==> config.mk <==
export PLATFORM = sky130hd
export DESIGN_NAME = fir_symmetric_param
export DESIGN_NICKNAME = d
export VERILOG_FILES = /design/src/rtl/fir_symmetric_param.sv
export SDC_FILE = /design/constraint.sdc
export NUM_CORES = 1
export LEC_CHECK = 0
export BUFFER_PORTS_ARGS = -buffer_cell sky130_fd_sc_hd__buf_2
export CAP_MARGIN = 20
export CORE_ASPECT_RATIO = 0.8
export CORE_MARGIN = 2
export CORE_UTILIZATION = 40
export DETAILED_ROUTE_END_ITERATION = 12
export PLACE_DENSITY = 0.52
export SYNTH_ARGS = -nofsm -noshare
export SYNTH_HDL_FRONTEND = slang
export SYNTH_SLANG_ARGS = --single-unit
==> constraint.sdc <==
create_clock -name clk -period 6.5 [get_ports clk]
set_input_delay 0.325 -clock clk [delete_from_list [all_inputs] [get_ports clk]]
set_output_delay 0.325 -clock clk [all_outputs]
set_load 0.1 [all_outputs]
==> src/rtl/fir_symmetric_param.sv <==
// Pipelined symmetric-coefficient FIR with streamed coefficient load and valid tagging.
// Optional output saturation when FIR_SAT_EN is defined (otherwise the output wraps).
module fir_symmetric_param #(
    parameter int DW    = 8,
    parameter int CW    = 8,
    parameter int NTAPS = 7,
    parameter int OW    = 19
) (
    input  logic          clk,
    input  logic          rst,
    input  logic [DW-1:0] x_in,
    input  logic          x_valid,
    input  logic [CW-1:0] coef_val,
    input  logic          writeen,
    input  logic          tlast,
    output logic [OW-1:0] y_out,
    output logic          y_valid,
    output logic          coeffs_ready,
    output logic          coef_err
);

    localparam int NU = (NTAPS + 1) / 2;
    localparam int PW = DW + 1;
    localparam int MW = PW + CW;
    localparam int FW = MW + $clog2(NU);
    localparam int IW = $clog2(NU + 1);
    localparam logic [IW-1:0] NU_I   = IW'(NU);
    localparam logic [IW-1:0] LAST_I = IW'(NU - 1);

    logic [IW-1:0] idx;
    logic [CW-1:0] coeffs [NU];
    logic [DW-1:0] taps   [NTAPS];
    logic [PW-1:0] pre    [NU];
    logic [MW-1:0] prod   [NU];
    logic          tag0, tag1, tag2;
    logic [FW-1:0] sum;
    logic [OW-1:0] y_next;

    // A frame is good only if tlast arrives on exactly the NU-th word.
    always_ff @(posedge clk or posedge rst) begin
        if (rst) begin
            idx          <= '0;
            coeffs_ready <= 1'b0;
            coef_err     <= 1'b0;
        end else begin
            coef_err <= 1'b0;
            if (writeen) begin
                if (idx == '0) begin
                    coeffs_ready <= 1'b0;
                end
                if (tlast) begin
                    idx <= '0;
                    if (idx == LAST_I) begin
                        coeffs_ready <= 1'b1;
                    end else begin
                        coeffs_ready <= 1'b0;
                        coef_err     <= 1'b1;
                    end
                end else if (idx != NU_I) begin
                    idx <= idx + IW'(1);
                end
            end
        end
    end

    // Coefficient storage deliberately survives reset.
    always_ff @(posedge clk) begin
        if (writeen) begin
            for (int k = 0; k < NU; k++) begin
                if (idx == IW'(k)) begin
                    coeffs[k] <= coef_val;
                end
            end
        end
    end

    always_ff @(posedge clk or posedge rst) begin
        if (rst) begin
            for (int k = 0; k < NTAPS; k++) begin
                taps[k] <= '0;
            end
        end else if (x_valid) begin
            taps[0] <= x_in;
            for (int k = 1; k < NTAPS; k++) begin
                taps[k] <= taps[k-1];
            end
        end
    end

    // Pre-add, multiply and tag stages; the tag is qualified where coeffs are read.
    always_ff @(posedge clk or posedge rst) begin
        if (rst) begin
            tag0 <= 1'b0;
            tag1 <= 1'b0;
            tag2 <= 1'b0;
            for (int k = 0; k < NU; k++) begin
                pre[k]  <= '0;
                prod[k] <= '0;
            end
        end else begin
            tag0 <= x_valid;
            tag1 <= tag0;
            tag2 <= tag1 & coeffs_ready;
            for (int k = 0; k < NU; k++) begin
                if (2 * k + 1 == NTAPS) begin
                    pre[k] <= {1'b0, taps[k]};
                end else begin
                    pre[k] <= {1'b0, taps[k]} + {1'b0, taps[NTAPS-1-k]};
                end
                prod[k] <= MW'(coeffs[k]) * MW'(pre[k]);
            end
        end
    end

    always_comb begin
        sum = '0;
        for (int k = 0; k < NU; k++) begin
            sum = sum + FW'(prod[k]);
        end
    end

    generate
        if (FW > OW) begin : g_narrow
`ifdef FIR_SAT_EN
            assign y_next = (|sum[FW-1:OW]) ? {OW{1'b1}} : sum[OW-1:0];
`else
            assign y_next = OW'(sum);
`endif
        end else begin : g_wide
            assign y_next = OW'(sum);
        end
    endgenerate

    // Untagged results leave y_out holding its last value.
    always_ff @(posedge clk or posedge rst) begin
        if (rst) begin
            y_out   <= '0;
            y_valid <= 1'b0;
        end else begin
            y_valid <= tag2;
            if (tag2) begin
                y_out <= y_next;
            end
        end
    end

endmodule

==> results of run 1 <==
[flip-flops by register name, summed over array words and instances (netlist names), 3 cells and up]
name and cells:
taps 56, pre 35, prod 67, y_out 19, idx 3, coeffs 32
[worst reg2reg max path, cell delays in order (launching register included)]
cell	delay, ns
edfxtp_1	0.51
and2_1	0.21
fa_1	0.53
inv_1	0.06
fa_1	0.53
inv_1	0.05
fa_1	0.47
inv_1	0.05
fa_1	0.47
inv_1	0.04
ha_1	0.28
o21ai_0	0.11
inv_1	0.08
a2111oi_1	0.64
o21ai_0	0.22
a21oi_1	0.21
xnor2_1	0.14
[repair_timing]
action	in CTS	in global routing
buffers inserted	0	0
hold buffers	10	0
hold endpoints to repair	73	0
[routing by layer]
metal / global-route usage [%] / wire [um] / vias up
met2: 29.2 / 18200 / 170
met4: 3.13 / 649 / 0
li1: - / - / 5601
met5: 0 / 0 / -
met3: 2.35 / 1500 / 38
met1: 27.7 / 21300 / 5827
[cells in the final DEF (no fill, tap or decap), drive strengths merged, types with 27 or more instances in the layout]
cell type,netlist,final
nor2,48,48
o21ai,52,52
dfrtp,186,186
fa,198,198
edfxtp,32,32
buf,5,45
ha,195,195
clkbuf,10,27
xnor2,53,53
nand2,103,103
a21oi,58,58
mux2,62,62
inv,258,265
and2,240,240
[worst min-delay path by stage]
stage / to / slack [ns] / cells after the start
floorplan: tag1$_DFF_PP0_ / 0.33 / 0
global placement: tag1$_DFF_PP0_ / 0.34 / 0
detailed placement: tag1$_DFF_PP0_ / 0.33 / 0
CTS: coef_err$_DFF_PP0_ / 0.009 / 3
global route: coeffs[2][0]$_DFFE_PP_ / 0.04 / 1
finish: coef_err$_DFF_PP0_ / 0.04 / 3
[kinds of logic (layout without fill, tap and decap cells)]
family                   Yosys count  after routing  synth area share (%)
XOR/XNOR                          71             71                  3.42
buffers and inverters            273            363                  5.66
adder cells (fa/ha/maj)          393            393                  35.2
multiplexers                      63             63                  3.89
flip-flops                       218            218                  30.9
AND/OR/NAND/NOR                  466            466                  13.9
AO/OA/AOI/OAI                    198            198                  7.00
[cell type report]
type                    count  area (um^2)
inverters                 258          976
flip-flops and latches    218         5620
well taps                 603          754
repair buffers             55          333
fillers                  4244        24400
multi-input cells        1191        11500
clock inverters            23          297
clock buffers              27          676
[per-stage QoR]
stage / utilization [%] / cell area [um^2] / worst slack, ns
final: 45.2 / 20200 / 1.84
after CTS: 45.2 / 20200 / 1.87
after detailed placement: 42.8 / 19100 / 1.90
after floorplan: - / 18200 / 1.12
after global routing: 45.2 / 20200 / 1.51
after global placement: 42.8 / 19100 / 1.93
==> metrics.md, run 1 <==
| Metric | Value |
|---|---|
| Hold_ws | ~0.044 ns |
| Netlist Area Pre-Place | around 18000 um^2 |
| Reg2reg end | prod[14]$_DFF_PP0_ |
| Worst-path fanout max | 8 |
| Final min period | 4.66 ns |
| # DRC | 0 |
| Initial antenna violation count | 7 |
| Top FF cell, synth | dfrtp_1 |
| Worst Path Required | 7.00 ns |
| Core ar. | between 40000 and 50000 um^2 |
| Yosys Warn Count | 0 |
| CTS Buffer Depth | 3 |
| First-pass GRT wire length | slightly below 70000 um |
| Layout cell share with drive strength beyond 1 | under 10% |
| Critical path type | flip-flop to flip-flop |
| CTS tree | done |
| Die width | between 200 and 250 um |
| NumNets Final | 2165 |
| Critical Path Stages | 16 |
| Placed cell count | 2315 |
| Net Count, Synth | between 2000 and 2500 |
| CP Data Arrival Time | 5.16 ns |
| CP startpoint kind | flip-flop |
| Diodes inserted | 0 |
| Critical path startpoint | coeffs[3][5]$_DFFE_PP_ |
| Clock tree sinks | 218 |
| Final Hold Fails | 0 |
| CP dominant cell by count | inv_1 |
| Fmax | 215 MHz |
| Wire per inst | 17.5 um |
| GPL Wtd Cong | 0.813 |
| Setup Skew | 0.0238 ns |
| Outcome | finished clean |
| Drt first pass iters | 5 |
| IO buf count | 42 |
| Seq/Total Area, Yosys | a little under a third |
| ANT nets after route | 0 |
| Remaining global-route overflow | 0 |
| Row count | just under 70 |
| Critical path, cell by cell | and2_1, fa_1, inv_1, fa_1, inv_1, fa_1, inv_1, fa_1, inv_1, ha_1, o21ai_0, inv_1, a2111oi_1, o21ai_0, a21oi_1, xnor2_1 |
| Full die area | between 40000 and 50000 um^2 |
| Largest net degree at the start of global routing | 129 |
| Reg-to-Reg Start | coeffs[3][5]$_DFFE_PP_ |
| Period Utilization, post-route | between 70% and 80% |
| Synth area leader | dfrtp_1 |
| Clk_lat worst skew | 0.58 ns |
| Critical Path End | prod[14]$_DFF_PP0_ |
| Initial DRC count | roughly 740 |
| Synthesized area per cell | around 11 um^2 |
| Fin. max-slew vios | 0 |
| Post-synth EDFFs | 32 |
| Unrepaired setup endpoints after global routing | false |
| Post-CTS sizing | 0 |
| Yosys reg bits | between 200 and 250 |
| CP Capture Type | flip-flop |
| Area share of the leading cell type in the synthesized netlist | 25.6% |
| DR vias | about 12000 |
| Area Growth Syn to Fin | 11.0% |
| R2R depth | 16 |
| Max-cap violation count | 0 |
| Buf+Inv Stages, Crit Path | 5 |
| Worst hold path type | input port to flip-flop |
| Slew @ Worst Pin | about 0.96 ns |
| Area contributors post-synth | dfrtp_1, fa_1, ha_1, and2_1, inv_1 |
| Die Height | between 150 and 200 um |
| Final non-filler cell total | between 2000 and 2500 |
| Slew HR | 35.8% |
| Vias/cell | 4.90 |
| Worst Hold Launch | writeen |
| Setup TNS | 0 ns |
| Ys async rst share | a little under nine tenths |
| Max incr delay on CP | about 0.64 ns |
| Routed wire length | about 42000 um |
| Reg clk slew, reported paths | approximately 0.06 ns |
| Post-synth top cells | inv_1, and2_1, fa_1, ha_1, dfrtp_1 |
| Final setup fails | 0 |
| Io pins | 43 |
| H-tree levels | 1 |
| Post-synthesis cell type count | between 60 and 70 |
| R2r setup slk | between 1.5 and 2 ns |
| Cells after Synth | 1682 |
| Total Routing Usage GR | between 10% and 20% |
| Root buffer cell | clkbuf_16 |
| Slowest cell on crit path | a2111oi_1 |
| CP top delay family | adder cells |
| Vias in the first global route | ~12000 |
| TritonCTS Buffers | 27 |
| Post-detail-place hpwl | 33200 um |
| Initial Util | approximately 41% |
| Top-count cell post-synth | inv_1 |
Power of run 1 is not shown: default switching activity piles up to over one toggle a cycle in this logic, so the estimate is an artifact.
==> inputs of run 2 (changes only) <==
--- a/config.mk
+++ b/config.mk
@@ -5,6 +5,7 @@
 export SDC_FILE = /design/constraint.sdc
 export NUM_CORES = 1
 export LEC_CHECK = 0
+export ABC_AREA = 1
 export BUFFER_PORTS_ARGS = -buffer_cell sky130_fd_sc_hd__buf_2
 export CAP_MARGIN = 20
 export CORE_ASPECT_RATIO = 0.8
==> constraint.sdc (replaced) <==
create_clock -name clk -period 4.6 [get_ports clk]
set_input_delay 0.23 -clock clk [delete_from_list [all_inputs] [get_ports clk]]
set_output_delay 0.23 -clock clk [all_outputs]
set_load 0.1 [all_outputs]
==> metrics.md, run 2 <==
| Metric | Value |
|---|---|
| Top reg by flops | prod |
| Unrepaired setup endpoints after global routing | false |
| Placed Area | 19800 um^2 |
| Io pins | between 40 and 50 |
| Final Hold Fails | 0 |
| Largest net degree at the start of global routing | around 160 |
| Setup TNS | 0 ns |
| First-pass GRT wire length | roughly 75000 um |
| Reg clk slew, reported paths | around 0.060 ns |
| Cells after Synth | roughly 2300 |
| Slew HR | 30.0% |
| CP startpoint kind | flip-flop |
| Synth area leader | dfrtp_1 |
| Drt first pass iters | 5 |
| DR top layer | met4 |
| Initial Util | between 40% and 50% |
| Postcts setup bufs | 0 |
| Most frequent cells in the layout | inv_1, nand2_1, fa_1, ha_1, dfrtp_1 |
| Layout cell share with drive strength beyond 1 | around 4.4% |
| Initial DRC count | 622 |
| IO buf count | 42 |
| Wire length on met1 | 23300 um |
| Met2 WL | approximately 19000 um |
| CTS Buffer Depth | 3 |
| TritonCTS Buffers | 24 |
| Die Height | between 150 and 200 um |
| Net Count, Synth | 2700 |
| Fin. max-slew vios | 0 |
| Worst hold path type | input port to flip-flop |
| Post-CTS sizing | 0 |
| Fillcell total | ~4800 |
| Core ar. | approximately 47000 um^2 |
| Post-detail-place hpwl | approximately 37000 um |
| Area share of the leading cell type in the synthesized netlist | roughly a quarter |
| Fmax | ~240 MHz |
| Ys async rst share | approximately 85% |
| DR vias | ~13000 |
| Vias/cell | 4.55 |
| Initial antenna violation count | 2 |
| Seq/Total Area, Yosys | between 20% and 30% |
| Cts-stage hold buffer count | 13 |
| Largest register FFs | 67 |
| Remaining global-route overflow | 0 |
| ANT nets after route | 0 |
| NumNets Final | roughly 2700 |
| CP Capture Type | flip-flop |
| Final setup fails | 0 |
| Critical path type | flip-flop to flip-flop |
| Commonest non-fill, non-tap cell in the layout | inv_1 |
| Yosys Warn Count | 0 |
| Total Routing Usage GR | approximately a fifth |
| Clock tree sinks | approximately 220 |
| GPL Wtd Cong | approximately 0.84 |
| Area Growth Syn to Fin | 8.51% |
| Top FF cell, synth | dfrtp_1 |
| Routed wire length | about 45000 um |
| Die width | between 200 and 250 um |
| Period Utilization, post-route | 90.1% |
| Clk_lat worst skew | roughly 0.56 ns |
| Root buffer cell | clkbuf_16 |
| Outcome | finished clean |
| Post-synth top cells | inv_1, nand2_1, fa_1, ha_1, dfrtp_1 |
| Worst-path fanout max | 8 |
| # DRC | 0 |
| Top-count cell post-synth | inv_1 |
| Synthesized area per cell | between 8 and 9 um^2 |
| Full die area | around 50000 um^2 |
| Setup Skew | between 0.03 and 0.04 ns |
| Post-synthesis cell type count | 30 |
| Wire per inst | ~15 um |
| Worst Path Required | about 5.0 ns |
| CP Data Arrival Time | roughly 4.6 ns |
| Largest regs | prod: 67 flops, taps: 56 flops, pre: 35 flops |
| H-tree levels | 1 |
| Area contributors post-synth | dfrtp_1, fa_1, ha_1, inv_1, nand2_1 |
| Netlist Area Pre-Place | 19100 um^2 |
| Finished Cell Area | 20700 um^2 |
| Row count | 71 |
| CTS tree | done |
| Slew @ Worst Pin | about 1.0 ns |
| Final min period | 4.14 ns |
| Post-synth EDFFs | 32 |
| Max-cap violation count | 0 |
| Vias in the first global route | roughly 14000 |
| Yosys reg bits | between 200 and 250 |
| Met3 wire length | 1800 um |
[run 2: critical path: stages, from the launching register on]
cell and delay, ns:
dfrtp_1 0.50, nand2_1 0.13, fa_1 0.53, fa_1 0.56
inv_1 0.06, fa_1 0.53, inv_1 0.05, fa_1 0.52
inv_1 0.04, ha_1 0.35, nand2_1 0.08, nand2_1 0.04
inv_1 0.07, nor2_1 0.04, nor2_1 0.08, nand2_1 0.08
a21oi_1 0.18, inv_1 0.06, nand2_1 0.05, nand2_1 0.04
[run 2: logic make-up after synthesis]
family | share of synthesized area [%]
fa+ha+maj | 33.5
xor+xnor | 2.89
buf+inv | 13.7
mux | 0.413
simple gates | 15.4
flops | 29.4
compound gates | 4.66
[run 2: path summary, 6_finish.rpt]
kind | start | slack (ns) | depth (start not counted) | end
worst max register to register | pre[9]$_DFF_PP0_ | 0.46 | 19 | prod[31]$_DFF_PP0_
worst min register to register | tag0$_DFF_PP0_ | 0.35 | 0 | tag1$_DFF_PP0_
worst max-delay path | pre[9]$_DFF_PP0_ | 0.46 | 19 | prod[31]$_DFF_PP0_
max in group asynchronous | rst | 2.99 | 4 | y_out[17]$_DFFE_PP0P_
min in group asynchronous | rst | 0.28 | 3 | taps[38]$_DFFE_PP0P_
worst min-delay path | coef_val[3] | 0.03 | 1 | coeffs[3][3]$_DFFE_PP_
[run 2: final cells by class]
cell class              count  area, um^2  area share [%]
diodes                      1        2.50          0.0121
clock buffers              28         626            3.02
clock inverters            14         138           0.664
inverters                 613        2300            11.1
multi-input cells        1373       10900            52.4
flip-flops and latches    218        5620            27.1
well taps                 620         776            3.74
repair buffers             61         400            1.93
[run 2: layer usage]
| layer | track usage, % | up-vias |
|---|---|---|
| met3 | 2.59 | 33 |
| met2 | 30.7 | 199 |
| met4 | 3.00 | 0 |
| met5 | 0 | - |
| met1 | 28.6 | 6355 |
| li1 | - | 6733 |
[run 2: metrics by stage]
step                      worst slack [ns]  std cells  hold slack (ns)  utilization, %
after floorplan                      0.649       2286            0.261               -
after global placement               0.458       2871            0.326            42.1
after detailed placement             0.457       2871            0.328            42.1
after CTS                            0.425       2926         0.000397            44.0
after global routing                 0.110       2927           0.0121            44.0
final                                0.456       2928           0.0292            44.0
Power of run 2 is left out for the same reason.
